$ cat config.mk
export PLATFORM = sky130hd
export DESIGN_NAME = pe
export DESIGN_NICKNAME = d
export VERILOG_FILES = /design/src/rtl/pe.sv
export SDC_FILE = /design/constraint.sdc
export NUM_CORES = 2
export LEC_CHECK = 0
export BUFFER_PORTS_ARGS = -buffer_cell sky130_fd_sc_hd__clkbuf_2
export CORE_ASPECT_RATIO = 1.1
export CORE_MARGIN = 2
export CORE_UTILIZATION = 51
export CTS_BUF_LIST = sky130_fd_sc_hd__clkbuf_4 sky130_fd_sc_hd__clkbuf_8 sky130_fd_sc_hd__clkbuf_16
export CTS_CLUSTER_DIAMETER = 200
export CTS_CLUSTER_SIZE = 14
export DETAILED_ROUTE_END_ITERATION = 8
export HOLD_SLACK_MARGIN = 0.1
export PLACE_DENSITY = 0.67
export SLEW_MARGIN = 30
export SYNTH_ARGS = -nofsm -noshare
export SYNTH_HDL_FRONTEND = slang
export SYNTH_SLANG_ARGS = --single-unit
$ cat constraint.sdc
create_clock -name clk -period 40.4 [get_ports clk]
set_input_delay 2.02 -clock clk [delete_from_list [all_inputs] [get_ports clk]]
set_output_delay 2.02 -clock clk [all_outputs]
set_load 0.02 [all_outputs]
$ cat src/rtl/pe.sv
// FP32 multiply-accumulate processing element for the systolic array.
// Each clock: acc <= acc + a*b, truncating rounding, subnormals flushed to zero.
module pe (
  input  logic        clk,
  input  logic        rst,
  input  logic [31:0] PE_a,
  input  logic [31:0] PE_b,
  output logic [31:0] PE_r
);

  localparam logic [31:0] QNAN = 32'h7FC0_0000;

  // Decoded fields of both multiplier operands
  logic        aSign, bSign;
  logic [7:0]  aExp, bExp;
  logic [22:0] aFrac, bFrac;
  logic        aZero, bZero, aInf, bInf, aNan, bNan;
  logic [23:0] aSig, bSig;

  assign aSign = PE_a[31];
  assign aExp  = PE_a[30:23];
  assign aFrac = PE_a[22:0];
  assign bSign = PE_b[31];
  assign bExp  = PE_b[30:23];
  assign bFrac = PE_b[22:0];

  assign aZero = (aExp == 8'h00);
  assign bZero = (bExp == 8'h00);
  assign aInf  = (aExp == 8'hFF) && (aFrac == 23'd0);
  assign bInf  = (bExp == 8'hFF) && (bFrac == 23'd0);
  assign aNan  = (aExp == 8'hFF) && (aFrac != 23'd0);
  assign bNan  = (bExp == 8'hFF) && (bFrac != 23'd0);
  assign aSig  = {1'b1, aFrac};
  assign bSig  = {1'b1, bFrac};

  logic [47:0]       sigProd;
  logic              prodSign;
  logic signed [9:0] prodExp;
  logic [22:0]       prodFrac;
  logic [31:0]       prod;

  // Multiplier: product lies in [1,4), so a single right shift normalises it
  always_comb begin
    sigProd  = 48'(aSig) * 48'(bSig);
    prodSign = aSign ^ bSign;
    prodExp  = $signed({2'b00, aExp}) + $signed({2'b00, bExp}) - 10'sd127;
    prodFrac = sigProd[47] ? sigProd[46:24] : sigProd[45:23];
    if (sigProd[47]) begin
      prodExp = prodExp + 10'sd1;
    end
    if (aNan || bNan) begin
      prod = QNAN;
    end else if ((aInf && bZero) || (bInf && aZero)) begin
      prod = QNAN;
    end else if (aInf || bInf) begin
      prod = {prodSign, 8'hFF, 23'd0};
    end else if (aZero || bZero) begin
      prod = {prodSign, 31'd0};
    end else if (prodExp >= 10'sd255) begin
      prod = {prodSign, 8'hFF, 23'd0};
    end else if (prodExp <= 10'sd0) begin
      prod = {prodSign, 31'd0};
    end else begin
      prod = {prodSign, prodExp[7:0], prodFrac};
    end
  end

  logic [31:0] acc_q, acc_d;

  // Decoded fields of the adder operands (accumulator and product)
  logic        accSign, pSign;
  logic [7:0]  accExp, pExp;
  logic        accZero, pZero, accInf, pInf, accNan, pNan;

  assign accSign = acc_q[31];
  assign accExp  = acc_q[30:23];
  assign pSign   = prod[31];
  assign pExp    = prod[30:23];
  assign accZero = (accExp == 8'h00);
  assign pZero   = (pExp == 8'h00);
  assign accInf  = (accExp == 8'hFF) && (acc_q[22:0] == 23'd0);
  assign pInf    = (pExp == 8'hFF) && (prod[22:0] == 23'd0);
  assign accNan  = (accExp == 8'hFF) && (acc_q[22:0] != 23'd0);
  assign pNan    = (pExp == 8'hFF) && (prod[22:0] != 23'd0);

  function automatic logic [4:0] lzc27(input logic [26:0] v);
    lzc27 = 5'd27;
    for (int i = 0; i < 27; i++) begin
      if (v[i]) lzc27 = 5'(26 - i);
    end
  endfunction

  logic              swapOps, effSub, sticky;
  logic              bigSign;
  logic [7:0]        bigExp, smallExp, expDiff;
  logic [23:0]       bigSig, smallSig;
  logic [26:0]       bigExt, smallExt, aligned, norm;
  logic [27:0]       sum;
  logic [4:0]        lz;
  logic signed [9:0] sumExp;

  // Adder: three extra bits (guard, round, sticky) keep truncation exact
  always_comb begin
    swapOps  = prod[30:0] > acc_q[30:0];
    effSub   = accSign ^ pSign;
    bigSign  = swapOps ? pSign : accSign;
    bigExp   = swapOps ? pExp : accExp;
    smallExp = swapOps ? accExp : pExp;
    bigSig   = swapOps ? {1'b1, prod[22:0]} : {1'b1, acc_q[22:0]};
    smallSig = swapOps ? {1'b1, acc_q[22:0]} : {1'b1, prod[22:0]};
    expDiff  = bigExp - smallExp;
    bigExt   = {bigSig, 3'b000};
    smallExt = {smallSig, 3'b000};
    if (expDiff >= 8'd27) begin
      sticky  = 1'b1;
      aligned = 27'd1;
    end else begin
      sticky  = |(smallExt & ~({27{1'b1}} << expDiff));
      aligned = smallExt >> expDiff;
      aligned[0] = aligned[0] | sticky;
    end
    sum    = effSub ? ({1'b0, bigExt} - {1'b0, aligned})
                    : ({1'b0, bigExt} + {1'b0, aligned});
    sumExp = $signed({2'b00, bigExp});
    lz     = 5'd0;
    if (sum[27]) begin
      norm   = {sum[27:2], sum[1] | sum[0]};
      sumExp = sumExp + 10'sd1;
    end else begin
      lz     = lzc27(sum[26:0]);
      norm   = sum[26:0] << lz;
      sumExp = sumExp - $signed({5'b00000, lz});
    end

    if (accNan || pNan) begin
      acc_d = QNAN;
    end else if (accInf && pInf && effSub) begin
      acc_d = QNAN;
    end else if (accInf) begin
      acc_d = acc_q;
    end else if (pInf) begin
      acc_d = prod;
    end else if (accZero && pZero) begin
      acc_d = {accSign & pSign, 31'd0};
    end else if (pZero) begin
      acc_d = acc_q;
    end else if (accZero) begin
      acc_d = prod;
    end else if (sum == 28'd0) begin
      acc_d = 32'h0000_0000;
    end else if (sumExp >= 10'sd255) begin
      acc_d = {bigSign, 8'hFF, 23'd0};
    end else if (sumExp <= 10'sd0) begin
      acc_d = {bigSign, 31'd0};
    end else begin
      acc_d = {bigSign, sumExp[7:0], norm[25:3]};
    end
  end

  // Bits below the truncation point are intentionally dropped
  logic unusedBits;
  assign unusedBits = ^{sigProd[22:0], norm[26], norm[2:0]};

  always_ff @(posedge clk) begin
    if (rst) begin
      acc_q <= 32'h0000_0000;
    end else begin
      acc_q <= acc_d;
    end
  end

  assign PE_r = acc_q;

endmodule

==> metrics.csv <==
metric,value,unit
crit_end,PE_r[18],
netlist_area,0.0318,mm2
timing.critical_path.from,PE_b[8],
relSlewSlack,0.279,
cts_buffers,5,
synth_top_area_share,0.305,
core,0.0613,mm2
syn_avg_cell_area,7.61,um2
dieArea,0.0643,mm2
grt_util_all_layers,0.349,
fin_nets,4919,
die_w,242,um
ant_nets,0,
cts_tree,done,
drv_slew,0,
dp.cells,4914,
synth-main-ff-cell,dfxtp_1,
setup_viol,0,
largest_reg_flops,32,
wire_per_inst,22.7,um
r2r-end,PE_r[18],
clock_path_buffers,2,
ys_seq_area_frac,0.0202,
max_stage_delay,0.88,ns
grt_pass1_vias,30600,
fin_cells,4924,
cp-end-kind,register,
cp.required,40.61,ns
io_pins,98,
cap_violations,0,
status,"finished, final reports clean",
clk_latency,0.29,ns
synth_cells,4177,
worst_r2r_startpoint,PE_r[23],
wl,112000,um
rsz0062_at_grt,false,
gp_congestion,1.02,
ff2ff_setup_slack,25.70,ns
n_fill_cell,6017,
synthToLayoutAreaGrowth,3.58,%
synth-seq-cells,32,
cts-resized-gates,0,
multiInputGateArea,0.0277,mm2
yosysWarnings,0,
syn-num-nets,4998,
antenna_found_initial,1,
layout-drive-gt1-share,0.0612,
skew,0.00535,ns
max_freq,41.3,MHz
grt_max_degree,65,
place_ws,16.13,ns
finalCriticalPeriod,24.24,ns
io_buffers,97,
drc,0,
final-hold-violation-count,0,
reg2reg_depth,59,
grt_pass1_wl,177000,um
avgViaCountPerCell,6.26,
arrival,24.44,ns
cts_root_buffer,clkbuf_16,
initial_core_util,0.518,
drt_iter0_drc,3480,
dp_hpwl,89400,um
cts_sinks,32,
async_reset_ff_frac,0,
regArea,641,um2
finalCritPeriodShare,0.600,
globalRouteOverflowTotal,0,
setup_ws,16.16,ns
worstSetupStartpointType,input port,
htreeDepth,2,
hold_class,register to register,
critPathSlowestCell,nor4_2,
synth_area_leaders,"fa_1, ha_1, inv_1",
drt_first_pass_iters,8,
die_height,266,um
ys_types,112,
fin_tns_setup,0,ns
num_rows,95,
tightest_slew,1.07,ns
post_cts_buffers,0,
num_vias,30800,
worst-setup-path-type,input port to register,
worstPathMaxFanout,27,
synth_edf_count,0,
synth_top_area_cell,fa_1,
cts_hold_buf,0,
clk_pin_slew,0.06,ns
-- final cells by class --
type                            count  share of cell area
Clock buffer                        5             0.00380
Tap cell                          824              0.0313
Inverter                          698              0.0796
Antenna cell                        1           0.0000760
Clock inverter                      3            0.000570
Sequential cell                    32              0.0195
Timing Repair Buffer              137              0.0240
Multi-Input combinational cell   3224               0.841
-- how the worst min path moves through the flow --
stage / from / end / slack, ns / cells past startpoint
5_1_grt: PE_r[31] / PE_r[31] / 0.61 / 2
4_1_cts: PE_r[31] / PE_r[31] / 0.55 / 2
3_5_place_dp: PE_r[31] / PE_r[31] / 0.54 / 2
3_3_place_gp: PE_r[31] / PE_r[31] / 0.55 / 2
6_report: PE_r[31] / PE_r[31] / 0.55 / 2
2_1_floorplan: PE_r[31] / PE_r[31] / 0.60 / 2
-- layer usage --
metal,part of all wire,wire length (um),track usage,vias to the layer above
met5,0,0,0,-
met4,0.049,5450,0.145,0
met3,0.087,9730,0.0408,335
met2,0.46,51800,0.581,1692
met1,0.40,44700,0.464,15000
li1,-,-,-,13800
-- worst max-delay path: cells and delay by family --
family | cells | cell delay (ns)
AOI/OAI and AO/OA | 37 | 7.98
buffers and inverters | 13 | 2.86
muxes | 1 | 0.46
adders and majority gates | 12 | 5.27
xor gates and xnor gates | 2 | 0.47
and+or+nand+nor | 20 | 5.32
-- cell usage in the layout (no fill, tap or decap), types with 32 or more instances in the layout --
| cell | count |
|---|---|
| o211ai_1 | 42 |
| a21o_1 | 44 |
| o21ai_0 | 151 |
| nor2_1 | 259 |
| nand4_1 | 44 |
| ha_1 | 271 |
| buf_4 | 39 |
| a22oi_1 | 34 |
| mux2i_1 | 36 |
| clkbuf_2 | 97 |
| nor4_1 | 49 |
| inv_1 | 690 |
| a31oi_1 | 37 |
| a211oi_1 | 34 |
| xnor2_1 | 46 |
| fa_1 | 484 |
| and3_1 | 32 |
| nand3_1 | 85 |
| nor3_1 | 83 |
| nand2_1 | 539 |
| dfxtp_1 | 32 |
| a21oi_1 | 199 |
| and2_1 | 232 |
-- cells in the mapped netlist, drive strengths merged (26+ instances only) --
library cell and number:
nor3 92, clkbuf 174, a31oi 37, nor2 262
fa 484, ha 271, xor2 27, dfxtp 32
a211oi 38, and3 32, o211ai 43, nand2 541
a21o 44, a22oi 34, nor4 57, mux2i 36
and2 234, buf 49, nand2b 26, a21oi 202
nand4 45, o21ai 178, xnor2 47, nand3 86
inv 695
-- cells by family (layout without fill, tap and decap cells) --
kind of cell               after synthesis  in the layout  share of synthesized area
AOI/OAI and AO/OA                      856            856                      0.185
xor gates and xnor gates                74             74                     0.0206
adders and majority gates              755            755                      0.412
buffers and inverters                  921            843                      0.111
DFF                                     32             32                     0.0202
muxes                                   58             58                     0.0232
other                                    0              1                          0
and+or+nand+nor                       1481           1481                      0.229
-- metrics by stage --
stage                     hold slack (ns)  utilization  cell area, um2
after floorplan                     0.600            -           31800
after global placement              0.550        0.533           32700
after detailed placement            0.544        0.534           32700
after CTS                           0.553        0.536           32900
after global routing                0.611        0.537           32900
final                               0.555        0.537           32900
Power is left out: the tool's default activity adds up to more than one toggle a clock period on the data nets, which glitch-free logic cannot reach.
